**config.mk**
```make
export PLATFORM = sky130hd
export DESIGN_NAME = marcador_vidas
export DESIGN_NICKNAME = d
export VERILOG_FILES = /design/src/rtl/marcador_vidas_pkg.sv /design/src/rtl/marcador_vidas_detector_flanco.sv /design/src/rtl/marcador_vidas.sv
export SDC_FILE = /design/constraint.sdc
export NUM_CORES = 1
export LEC_CHECK = 0
export BUFFER_PORTS_ARGS = -buffer_cell sky130_fd_sc_hd__buf_4
export CAP_MARGIN = 10
export CORE_ASPECT_RATIO = 1.4
export CORE_MARGIN = 5
export CORE_UTILIZATION = 40
export DETAILED_ROUTE_END_ITERATION = 10
export GPL_TIMING_DRIVEN = 0
export PLACE_DENSITY_LB_ADDON = 0.25
export REMOVE_ABC_BUFFERS = 1
export SLEW_MARGIN = 5
export SYNTH_ARGS = -nofsm -noshare
export SYNTH_HDL_FRONTEND = slang
export SYNTH_SLANG_ARGS = --single-unit
```
**constraint.sdc**
```tcl
create_clock -name clk -period 5.01 [get_ports clk]
set_clock_uncertainty 0.2 [all_clocks]
set_input_delay 1.002 -clock clk [delete_from_list [all_inputs] [get_ports clk]]
set_output_delay 1.002 -clock clk [all_outputs]
set_load 0.01 [all_outputs]
```
**src/rtl/marcador_vidas_pkg.sv**
```systemverilog
// Shared definitions for the score/lives tracker: state encoding and counter widths.
package marcador_vidas_pkg;

  typedef enum logic [1:0] {
    REPOSO  = 2'd0,
    JUGANDO = 2'd1,
    PERDIDO = 2'd2
  } estado_t;

  localparam int RACHA_W = 8;
  localparam int VIDAS_W = 3;

  localparam logic [RACHA_W-1:0] RACHA_MAX = '1;

endpackage

```
**src/rtl/marcador_vidas_detector_flanco.sv**
```systemverilog
// Synchronous rising-edge detector; the pulse is registered, so it trails the input edge by one clock.
module detector_flanco (
  input  logic clk,
  input  logic reset,
  input  logic i_in,
  output logic o_pulse
);

  logic r_q;
  logic r_pulse;

  // r_q clears on reset, so a level already high at release still yields one pulse.
  always_ff @(posedge clk) begin
    if (reset) begin
      r_q     <= 1'b0;
      r_pulse <= 1'b0;
    end else begin
      r_q     <= i_in;
      r_pulse <= i_in & ~r_q;
    end
  end

  assign o_pulse = r_pulse;

endmodule

```
**src/rtl/marcador_vidas.sv**
```systemverilog
// Score, combo and lives tracker for one level; raises Perdio when lives run out and freezes while Stop is high.
module marcador_vidas
  import marcador_vidas_pkg::*;
#(
  parameter int VIDAS_INI   = 3,
  parameter int SCORE_W     = 16,
  parameter int PUNTOS_BASE = 10,
  parameter int COMBO_PASO  = 4,
  parameter int MULT_MAX    = 4
) (
  input  logic               clk,
  input  logic               reset,
  input  logic               Iniciar,
  input  logic               Stop,
  input  logic               Acierto,
  input  logic               Fallo,
  output logic               Perdio,
  output logic [SCORE_W-1:0] Puntaje,
  output logic [VIDAS_W-1:0] Vidas,
  output logic [2:0]         Mult,
  output logic [RACHA_W-1:0] Racha,
  output logic [1:0]         o_estado
);

  localparam logic [SCORE_W+2:0] LP_BASE      = (SCORE_W+3)'(PUNTOS_BASE);
  localparam logic [RACHA_W-1:0] LP_PASO      = RACHA_W'(COMBO_PASO);
  localparam logic [2:0]         LP_MULT_MAX  = 3'(MULT_MAX);
  localparam logic [VIDAS_W-1:0] LP_VIDAS_INI = VIDAS_W'(VIDAS_INI);

  logic w_ev_ini, w_ev_hit, w_ev_miss;

  detector_flanco u_flanco_ini  (.clk(clk), .reset(reset), .i_in(Iniciar), .o_pulse(w_ev_ini));
  detector_flanco u_flanco_hit  (.clk(clk), .reset(reset), .i_in(Acierto), .o_pulse(w_ev_hit));
  detector_flanco u_flanco_miss (.clk(clk), .reset(reset), .i_in(Fallo),   .o_pulse(w_ev_miss));

  estado_t              r_estado;
  logic                 r_perdio;
  logic [SCORE_W-1:0]   r_puntaje;
  logic [VIDAS_W-1:0]   r_vidas;
  logic [2:0]           r_mult;
  logic [RACHA_W-1:0]   r_racha;

  estado_t              w_estado_sig;
  logic                 w_perdio_sig;
  logic [SCORE_W-1:0]   w_puntaje_sig;
  logic [VIDAS_W-1:0]   w_vidas_sig;
  logic [2:0]           w_mult_sig;
  logic [RACHA_W-1:0]   w_racha_sig;

  logic [SCORE_W+2:0]   w_suma;
  logic [SCORE_W-1:0]   w_puntaje_hit;
  logic [RACHA_W-1:0]   w_racha_hit;
  logic                 w_paso;
  logic [2:0]           w_mult_hit;
  logic [VIDAS_W-1:0]   w_vidas_miss;

  // The hit is scored with the multiplier in force before this hit can bump it.
  assign w_suma        = {3'b000, r_puntaje} + (LP_BASE * {{SCORE_W{1'b0}}, r_mult});
  assign w_puntaje_hit = (|w_suma[SCORE_W+2:SCORE_W]) ? {SCORE_W{1'b1}} : w_suma[SCORE_W-1:0];
  assign w_racha_hit   = (r_racha == RACHA_MAX) ? r_racha : r_racha + RACHA_W'(1);
  assign w_paso        = (w_racha_hit != '0) && ((w_racha_hit % LP_PASO) == '0);
  assign w_mult_hit    = (w_paso && (r_mult < LP_MULT_MAX)) ? r_mult + 3'd1 : r_mult;
  assign w_vidas_miss  = (r_vidas == '0) ? r_vidas : r_vidas - VIDAS_W'(1);

  always_comb begin
    w_estado_sig  = r_estado;
    w_perdio_sig  = r_perdio;
    w_puntaje_sig = r_puntaje;
    w_vidas_sig   = r_vidas;
    w_mult_sig    = r_mult;
    w_racha_sig   = r_racha;
    // A start edge wins over hit/miss in the same cycle, in every legal state.
    if (w_ev_ini && (r_estado == REPOSO || r_estado == JUGANDO || r_estado == PERDIDO)) begin
      w_estado_sig  = JUGANDO;
      w_perdio_sig  = 1'b0;
      w_puntaje_sig = '0;
      w_vidas_sig   = LP_VIDAS_INI;
      w_mult_sig    = 3'd1;
      w_racha_sig   = '0;
    end else begin
      case (r_estado)
        REPOSO:  ;
        JUGANDO: begin
          if (!Stop && w_ev_miss) begin
            w_racha_sig = '0;
            w_mult_sig  = 3'd1;
            w_vidas_sig = w_vidas_miss;
            if (w_vidas_miss == '0) begin
              w_estado_sig = PERDIDO;
              w_perdio_sig = 1'b1;
            end
          end else if (!Stop && w_ev_hit) begin
            w_puntaje_sig = w_puntaje_hit;
            w_racha_sig   = w_racha_hit;
            w_mult_sig    = w_mult_hit;
          end
        end
        PERDIDO: w_perdio_sig = 1'b1;
        default: w_estado_sig = REPOSO;
      endcase
    end
  end

  always_ff @(posedge clk) begin
    if (reset) begin
      r_estado  <= REPOSO;
      r_perdio  <= 1'b0;
      r_puntaje <= '0;
      r_vidas   <= LP_VIDAS_INI;
      r_mult    <= 3'd1;
      r_racha   <= '0;
    end else begin
      r_estado  <= w_estado_sig;
      r_perdio  <= w_perdio_sig;
      r_puntaje <= w_puntaje_sig;
      r_vidas   <= w_vidas_sig;
      r_mult    <= w_mult_sig;
      r_racha   <= w_racha_sig;
    end
  end

  assign Perdio   = r_perdio;
  assign Puntaje  = r_puntaje;
  assign Vidas    = r_vidas;
  assign Mult     = r_mult;
  assign Racha    = r_racha;
  assign o_estado = r_estado;

endmodule

```
==> results_dict.tcl, run 1 <==
set metrics [dict create \
    worst_setup_path_end_kind "register" \
    drt_iter0_markers 48 \
    core_sq_mm 0.00516 \
    postSynth.asyncResetShare 0 \
    p_leak_nw 1.05 \
    post_cts_buffers 0 \
    cts_root_buf "clkbuf_8" \
    criticalPathCategory "reg2reg" \
    ios 39 \
    start_util 0.412 \
    crit_family "adder cells" \
    grt_antenna_before_repair 0 \
    route.final.wire_length_um 4690 \
    hold_viol_final 0 \
    slowest_delay_ns 0.41 \
    placed_cell_area_sq_mm 0.00244 \
    period_minus_slack_ns 2.87 \
    cts.clk_slew.worst_paths_ns 0.08 \
    setup_viol 0 \
    num_antenna_cells 0 \
    synth.largest_area_cell "dfxtp_1" \
    path_cells "ha_1 -> ha_1 -> ha_1 -> ha_1 -> inv_1 -> o21ai_0 -> nand2_1 -> or3_1 -> a31oi_1" \
    cp.buffers_inverters 1 \
    final_area_sq_mm 0.00257 \
    grt_use_total 0.147 \
    drtPass1Iterations 6 \
    r2r_start "Mult[0]" \
    clock.fmax_mhz 349 \
    viasPerCell 5.41 \
    clock_sinks 39 \
    crit_fanout 5 \
    ys.flop_type "dfxtp_1" \
    cellPowerDensity_mw_per_mm2 254 \
    nets 302 \
    gp_congestion 0.830 \
    portBuffers 38 \
    cts_made_buffers 5 \
    synth-edff-count 0 \
    die_h_um 96.2 \
    cts.hold.buffers_added 0 \
    grt_max_degree 22 \
    clock_latency_ns 0.29 \
    final.period_utilization 0.572 \
    p_total_mw 0.654 \
    pwr-share-clk 0.480 \
    slew_headroom 0.347 \
    cts_resized 0 \
    tns_ns 0 \
    vias 1881 \
    cp_slowest_cell "o21ai_0" \
    ir_drop_mv 0.207 \
    crit_path_start_kind "register" \
    synthTopCellsByArea "dfxtp_1 37%, ha_1 8.2%, a21oi_1 5.9%, xnor2_1 3.3%, nand2_1 3.2%" \
    min_path_type "reg2reg" \
    ys_seq_area_frac 0.368 \
    drc_errors 0 \
    synth_cells 247 \
    grt_first_pass_wirelength_um 8140 \
    holdPathEnd "u_flanco_miss.o_pulse" \
    p_seq_frac 0.484 \
    cts_tree "done" \
    r2r_end "Puntaje[13]" \
    p_switching_mw 0.132 \
    rsz0062_at_grt "false" \
    status "finished, final reports clean" \
    dieWidth_um 71.6 \
    cpMostUsedCell "ha_1" \
    cap_viol_max_count 0 \
    switching_share 0.201 \
    ys_types 48 \
    required_ns 5.03 \
    r2r_slack_ns 2.14 \
    rr_worst_depth 9 \
    antenna_left 0 \
    synth_area_sq_mm 0.00212 \
    worstPathArrival_ns 2.88 \
    combPwrFrac 0.036 \
    std_cell_rows 31 \
    avgRoutedWirePerCell_um 13.5 \
    post-route-util 0.499 \
    p_int_mw 0.522 \
    grt_pass1_vias 1793 \
    synth_seq_cells 39 \
    yosysWarnings 0 \
    area_growth_pct 21.2 \
    avgSynthCellArea_sq_um 8.60 \
    hold_path_depth 1 \
    dieArea_sq_mm 0.00689 \
    dp_hpwl_um 3450 \
    drive_above_1_share 0.202 \
    synth_top_area_frac 0.368 \
    drv_slew 0 \
    overflow 0 \
    tightestPinTransition_ns 0.979 \
    worstHoldStart "u_flanco_miss.r_q" \
    cts_buffer_depth 2 \
    h-tree-depth 2 \
]
-- registers in the layout (all words and copies together) (netlist names) --
| signal | count |
|---|---|
| Vidas | 3 |
| u_flanco_ini.r_q | 1 |
| u_flanco_miss.o_pulse | 1 |
| Racha | 8 |
| Perdio | 1 |
| u_flanco_hit.r_q | 1 |
| Mult | 3 |
| u_flanco_ini.o_pulse | 1 |
| o_estado | 2 |
| u_flanco_miss.r_q | 1 |
| Puntaje | 16 |
| u_flanco_hit.o_pulse | 1 |
-- layer usage --
layer,part of all wire,GRT usage,wire length [um]
met1,0.44,0.178,2070
met2,0.50,0.255,2360
met3,0.039,0.0282,185
met4,0.015,0.0564,70
met5,0,0,0
-- power groups by stage --
stage	logic [mW]	registers (mW)	clock network (mW)
2_1_floorplan	0.0136	0.324	0
3_3_place_gp	0.0238	0.324	0
3_5_place_dp	0.0240	0.324	0
4_1_cts	0.0241	0.316	0.321
5_1_grt	0.0263	0.317	0.333
6_report	0.0235	0.316	0.314
-- placed cells by master, fill, tap and decap left out, drive strengths merged, types with 2 or more instances in the layout --
cell / n
dfxtp: 39
buf: 38
a21oi: 26
nor2: 18
nand2: 18
ha: 14
nor3: 13
o21ai: 13
nand3: 9
a31oi: 8
xnor2: 8
nor2b: 7
inv: 6
nand2b: 6
a21o: 5
clkbuf: 5
a211oi: 4
or3: 4
nand4: 3
xor2: 3
a311oi: 3
and4: 3
and3: 3
nand3b: 3
o21a: 2
nor4: 2
mux2i: 2
bufinv: 2
-- kinds of logic (layout without fill, tap and decap cells) --
family                     Yosys count  after routing  share of synthesized area
DFF                                 39             39                      0.368
muxes                                2              2                    0.00943
buffers and inverters               17             52                     0.0365
AOI/OAI and AO/OA                   70             70                      0.207
adders and majority gates           15             15                     0.0919
xor gates and xnor gates            11             11                     0.0454
and+or+nand+nor                     93             93                      0.242
-- Yosys cell counts, types with 3 or more instances --
cell,number
dfxtp_1,39
a21oi_1,25
nand2_1,18
nor2_1,18
ha_1,14
nor3_1,13
o21ai_0,12
a31oi_1,8
nand3_1,8
xnor2_1,8
nor2b_1,7
inv_1,6
nand2b_1,6
a21o_1,5
buf_2,5
clkbuf_1,5
a211oi_1,4
or3_1,4
a311oi_1,3
nand4_1,3
xor2_1,3
-- through the flow --
step                      hold slack (ns)  setup slack [ns]  cells
after floorplan                     0.167              2.45    236
after global placement              0.171              2.13    340
after detailed placement            0.177              2.07    340
after CTS                           0.190              2.20    348
after global routing                0.214              1.87    348
final                               0.186              2.14    348
-- final cells by class --
| class | count | area, sq um |
|---|---|---|
| clock inverter | 3 | 67.6 |
| inverter | 6 | 22.5 |
| clock buffer | 5 | 68.8 |
| timing repair buffer | 38 | 285 |
| fill | 524 | 2590 |
| tap | 66 | 82.6 |
| multi-input combinational | 191 | 1260 |
| sequential | 39 | 781 |
-- worst max path at each step --
stage                     slack [ns]    start  cells past startpoint          end
final                           2.14  Mult[0]                      9  Puntaje[13]
after detailed placement        2.07     Stop                      7  Puntaje[13]
after CTS                       2.20  Mult[0]                      9  Puntaje[10]
after global placement          2.13     Stop                      7  Puntaje[13]
after floorplan                 2.45  Mult[0]                      9  Puntaje[13]
after global routing            1.87  Mult[0]                      9  Puntaje[10]
No activity file was read; power rests on OpenSTA's default activity.
==> run 2, diff against run 1 <==
ABC_AREA = 1   (was default)
clock period = 2.4 ns   (was 5.01 ns; I/O delays follow)
==> results_dict.tcl, run 2 <==
set metrics [dict create \
    start_util 0.409 \
    gp_congestion 0.857 \
    ios 39 \
    num-fill-cells 561 \
    cts.clk_slew.worst_paths_ns 0.09 \
    cts.hold.buffers_added 0 \
    setup_viol 2 \
    final.period_utilization 1.02 \
    synth_cells 310 \
    status "finished, violations left" \
    dieArea_sq_mm 0.00722 \
    std_cell_rows 32 \
    synth.largest_area_cell "dfxtp_1" \
    cts_tree "done" \
    tns_ns -0.0523 \
    crit_fanout 4 \
    route.final.wire_length_um 5370 \
    clock_latency_ns 0.30 \
    synth_compound_area_frac 0.129 \
    cellPowerDensity_mw_per_mm2 410 \
    timing.hold.ws_ns 0.187 \
    violations "negative setup slack" \
    tightestPinTransition_ns 0.766 \
    grt_max_degree 25 \
    cts_made_buffers 5 \
    ys.flop_type "dfxtp_1" \
    portBuffers 38 \
    synthAdderAreaFrac 0.0871 \
    ys_types 33 \
    stdcell_count 428 \
    clock.fmax_mhz 410 \
    synth_area_sq_mm 0.00224 \
    r2r_end "Puntaje[13]" \
    synth_common_cells "75 x nand2_1, 39 x dfxtp_1, 34 x inv_1, 21 x a21oi_1, 21 x nor2_1" \
    drtPass1Iterations 4 \
    synth.area.mux_share 0.00893 \
    holdPathEnd "u_flanco_ini.r_q" \
    clock_sinks 39 \
    period_minus_slack_ns 2.44 \
    criticalPathCategory "reg2reg" \
    dp_hpwl_um 3700 \
    dieWidth_um 73.3 \
    grt_pass1_vias 2019 \
    r2r_start "Mult[2]" \
    ir_drop_mv 0.330 \
    cap_viol_max_count 0 \
    worst_setup_path_end_kind "register" \
    num_antenna_cells 0 \
    p_total_mw 1.18 \
    avgRoutedWirePerCell_um 12.5 \
    dp_cells 411 \
    synth_most_common_cell "nand2_1" \
    yosysWarnings 0 \
    area_growth_pct 28.7 \
    min_path_type "in2reg" \
    cts_root_buf "clkbuf_8" \
    synth_top_family_by_area "simple AND/OR/NAND/NOR gates" \
    drt_iter0_markers 56 \
    postSynth.asyncResetShare 0 \
    nets 380 \
    worstHoldStart "Iniciar" \
    grt_first_pass_wirelength_um 9050 \
    drc_errors 0 \
    ys_seq_area_frac 0.348 \
    cts_buffer_depth 2 \
    layout_commonest_cell "nand2_1" \
    layout_setup_ws_ns -0.0393 \
    hold_path_depth 3 \
    die_h_um 98.6 \
    overflow 0 \
    rsz0062_at_grt "true" \
    grt_antenna_before_repair 0 \
    r2r_slack_ns -0.04 \
    p_leak_nw 1.30 \
    slew_headroom 0.485 \
    synth-xor-area-share 0.0273 \
    required_ns 2.40 \
    yosys.area_share.simple 0.315 \
    mostFrequentLayoutCells "70 x nand2_1, 44 x buf_4, 36 x dfxtp_1, 34 x inv_1, 21 x nor2_1" \
    largest_reg_flops 16 \
    antenna_left 0 \
    worstPathArrival_ns 2.44 \
    synth-edff-count 0 \
    vias 2157 \
    drv_slew 0 \
    rr_worst_depth 13 \
    synth_seq_cells 39 \
    h-tree-depth 2 \
    avgSynthCellArea_sq_um 7.23 \
    drive_above_1_share 0.289 \
    grt_use_total 0.156 \
    viasPerCell 5.04 \
    core_sq_mm 0.00549 \
    post-route-util 0.526 \
    crit_path_start_kind "register" \
    synth_top_area_frac 0.348 \
    hold_viol_final 0 \
    synthTopCellsByArea "dfxtp_1 35%, nand2_1 13%, ha_1 7.8%, inv_1 5.7%, a21oi_1 4.7%" \
]
==> run 2: changes by cell type in the layout (fill, tap and decap cells not counted), moves of 6 or more <==
cell / change
inv_2: +7
inv_1: +28
nand2b_1: -6
nor2_2: +7
buf_4: +6
nand2_1: +52
nor3_1: -7
nor2b_1: -7
nand3_2: +6
nand3_1: +6
nand2_2: +7
==> run 2: worst max-delay path by stage <==
stage / startpoint / end / slack [ns]
2_1_floorplan: Mult[0] / Puntaje[13] / -0.09
3_3_place_gp: Mult[0] / Puntaje[15] / -0.34
3_5_place_dp: Mult[0] / Puntaje[15] / -0.40
4_1_cts: Mult[0] / Puntaje[14] / -0.02
5_1_grt: Mult[2] / Puntaje[14] / -0.17
6_report: Mult[2] / Puntaje[13] / -0.04
==> run 2: metrics by stage <==
step	area (sq um)	setup slack (ns)
detailed placement	2580	-0.402
finish	2890	-0.0393
global route	2890	-0.175
CTS	2840	-0.0231
global placement	2580	-0.343
floorplan	2210	-0.0873
==> run 2: layout make-up <==
type / instances / area [sq um] / area share
inverter: 42 / 159 / 0.0550
timing repair buffer: 46 / 353 / 0.122
tap: 68 / 85.1 / 0.0295
clock buffer: 5 / 68.8 / 0.0238
clock inverter: 3 / 23.8 / 0.00824
multi-input combinational: 225 / 1410 / 0.488
sequential: 39 / 790 / 0.274
==> run 2: critical path, stage by stage (launching register included) <==
cell and delay, ns:
dfxtp_4 0.36, ha_4 0.16, ha_4 0.15, ha_4 0.22, ha_4 0.29, nand2_1 0.07, o211ai_1 0.26, nand2_2 0.12
nor2_4 0.18, nand2_2 0.06, nand2_1 0.06, nand2_1 0.05, o21ai_1 0.12, inv_1 0.05
==> run 2: routing by layer <==
layer,up-vias,track usage,wire [um]
li1,1106,-,-
met1,1009,0.173,2140
met2,37,0.281,2870
met3,5,0.0408,282
met4,0,0.0511,77
met5,-,0,0
==> run 2: cell families (layout without fill, tap and decap cells) <==
group | count (synthesis) | count (layout)
and+or+nand+nor | 149 | 150
AOI/OAI and AO/OA | 51 | 51
buffers and inverters | 47 | 96
DFF | 39 | 39
adders and majority gates | 15 | 15
xor gates and xnor gates | 7 | 7
muxes | 2 | 2
==> run 2: what timing repair did <==
item	4_1_cts	5_1_grt
resized for setup	21	8
cloned	1	0
endpoints found under the setup margin	27	14
buffers inserted	7	1
pin swaps	7	8
==> run 2: where the power goes <==
group / internal (mW) / total, mW / leakage (nW) / switching, mW
registers: 0.652 / 0.657 / 0.317 / 0.00487
logic: 0.0215 / 0.0582 / 0.946 / 0.0367
clock network: 0.208 / 0.468 / 0.0408 / 0.260
==> run 3, diff against run 2 <==
GPL_TIMING_DRIVEN = 1   (was 0)
HOLD_SLACK_MARGIN = 0.15   (was default)
==> results_dict.tcl, run 3 (synthesized netlist as in run 2, its figures left out) <==
set metrics [dict create \
    status "finished, final reports clean" \
    area_growth_pct 31.9 \
    hold_viol_final 0 \
    viasPerCell 4.97 \
    cts.clk_slew.worst_paths_ns 0.08 \
    grt_max_degree 16 \
    cts_buffer_depth 2 \
    layout_setup_ws_ns 0.0763 \
    gp_congestion 0.887 \
    cp_slowest_cell "dfxtp_2" \
    core_sq_mm 0.00549 \
    ir_drop_mv 0.472 \
    rsz0062_at_grt "true" \
    rr_worst_depth 14 \
    grt_first_pass_wirelength_um 8670 \
    crit_fanout 4 \
    slew_headroom 0.680 \
    pre_cts_slack_ns -0.0836 \
    crit_family "adder cells" \
    multi_input_area_sq_mm 0.00139 \
    p_leak_nw 1.34 \
    tns_ns 0 \
    cts_tree "done" \
    placed_cell_area_sq_mm 0.00267 \
    dieArea_sq_mm 0.00722 \
    post-route-util 0.539 \
    grt_antenna_before_repair 0 \
    final.period_utilization 0.968 \
    start_util 0.409 \
    path_depth 14 \
    p_total_mw 1.38 \
    ios 39 \
    portBuffers 38 \
    drc_errors 0 \
    avgRoutedWirePerCell_um 12.1 \
    worstPathArrival_ns 2.33 \
    drive_above_1_share 0.292 \
    criticalPathCategory "reg2reg" \
    num_antenna_cells 0 \
    period_minus_slack_ns 2.32 \
    cap_viol_max_count 0 \
    drtPass1Iterations 4 \
    final_area_sq_mm 0.00296 \
    worst_setup_path_end_kind "register" \
    mostFrequentLayoutCells "71 x nand2_1, 52 x buf_4, 37 x dfxtp_1, 33 x inv_1" \
    h-tree-depth 2 \
    cpMostUsedCell "ha_4" \
    tightestPinTransition_ns 0.477 \
    dp_hpwl_um 3870 \
    std_cell_rows 32 \
    num-fill-cells 517 \
    slowest_delay_ns 0.34 \
    r2r_slack_ns 0.08 \
    nets 386 \
    clock.fmax_mhz 430 \
    clock_sinks 39 \
    required_ns 2.40 \
    dieWidth_um 73.3 \
    vias 2155 \
    crit_path_start_kind "register" \
    die_h_um 98.6 \
    cts_made_buffers 5 \
    layout_commonest_cell "nand2_1" \
    min_path_type "reg2reg" \
    overflow 0 \
    cellPowerDensity_mw_per_mm2 465 \
    seq_area_sq_um 783 \
    antenna_left 0 \
    drt_iter0_markers 51 \
    drv_slew 0 \
    route.final.wire_length_um 5240 \
    path_cells "ha_4 -> ha_4 -> ha_4 -> ha_4 -> nand2_2 -> inv_2 -> nand4_1 -> o211ai_1 -> nand2_2 -> buf_4 -> o21ai_0 -> nand3_1 -> nand2_1 -> inv_1" \
    clock_latency_ns 0.30 \
    cts_root_buf "clkbuf_8" \
    cp.buffers_inverters 3 \
    setup_viol 0 \
    largest_reg_flops 16 \
    hold_path_depth 1 \
    grt_use_total 0.148 \
    grt_pass1_vias 2015 \
]
[run 3: metal layers]
layer,wire length (um),track usage
met1,2190,0.173
met2,2710,0.260
met3,263,0.0327
met4,78,0.0511
met5,0,0
[run 3: area by class of cell]
cell class                 instances  area share
sequential                        39       0.265
tap                               68      0.0288
inverter                          42      0.0533
clock inverter                     3      0.0228
multi-input combinational        224       0.471
clock buffer                       5      0.0233
timing repair buffer              53       0.136
[run 3: worst reg2reg max path: stages (launching register included)]
cell	delay (ns)
dfxtp_2	0.34
ha_4	0.16
ha_4	0.15
ha_4	0.21
ha_4	0.28
nand2_2	0.06
inv_2	0.04
nand4_1	0.06
o211ai_1	0.13
nand2_2	0.11
buf_4	0.16
o21ai_0	0.16
nand3_1	0.09
nand2_1	0.06
inv_1	0.03
[run 3: power by group]
part	total (mW)	switching [mW]	leakage (nW)	internal, mW
sequential	0.660	0.00513	0.316	0.655
combinational	0.0621	0.0373	0.963	0.0247
clock	0.655	0.240	0.0644	0.415
[run 3: path summary, 6_finish.rpt]
check	to	startpoint
max	Puntaje[9]	Mult[2]
min	u_flanco_miss.o_pulse	u_flanco_miss.r_q
max reg2reg	Puntaje[9]	Mult[2]
min reg2reg	u_flanco_miss.o_pulse	u_flanco_miss.r_q
[run 3: metrics by stage]
| stage | cells | hold slack, ns |
|---|---|---|
| floorplan | 305 | 0.173 |
| global placement | 423 | 0.178 |
| detailed placement | 423 | 0.178 |
| CTS | 432 | 0.185 |
| global route | 434 | 0.194 |
| finish | 434 | 0.189 |
[run 3: what timing repair did]
action	4_1_cts	5_1_grt
pin swaps	3	9
hold buffers	0	0
setup endpoints to repair	16	16
resized for setup	3	20
setup buffers	1	2
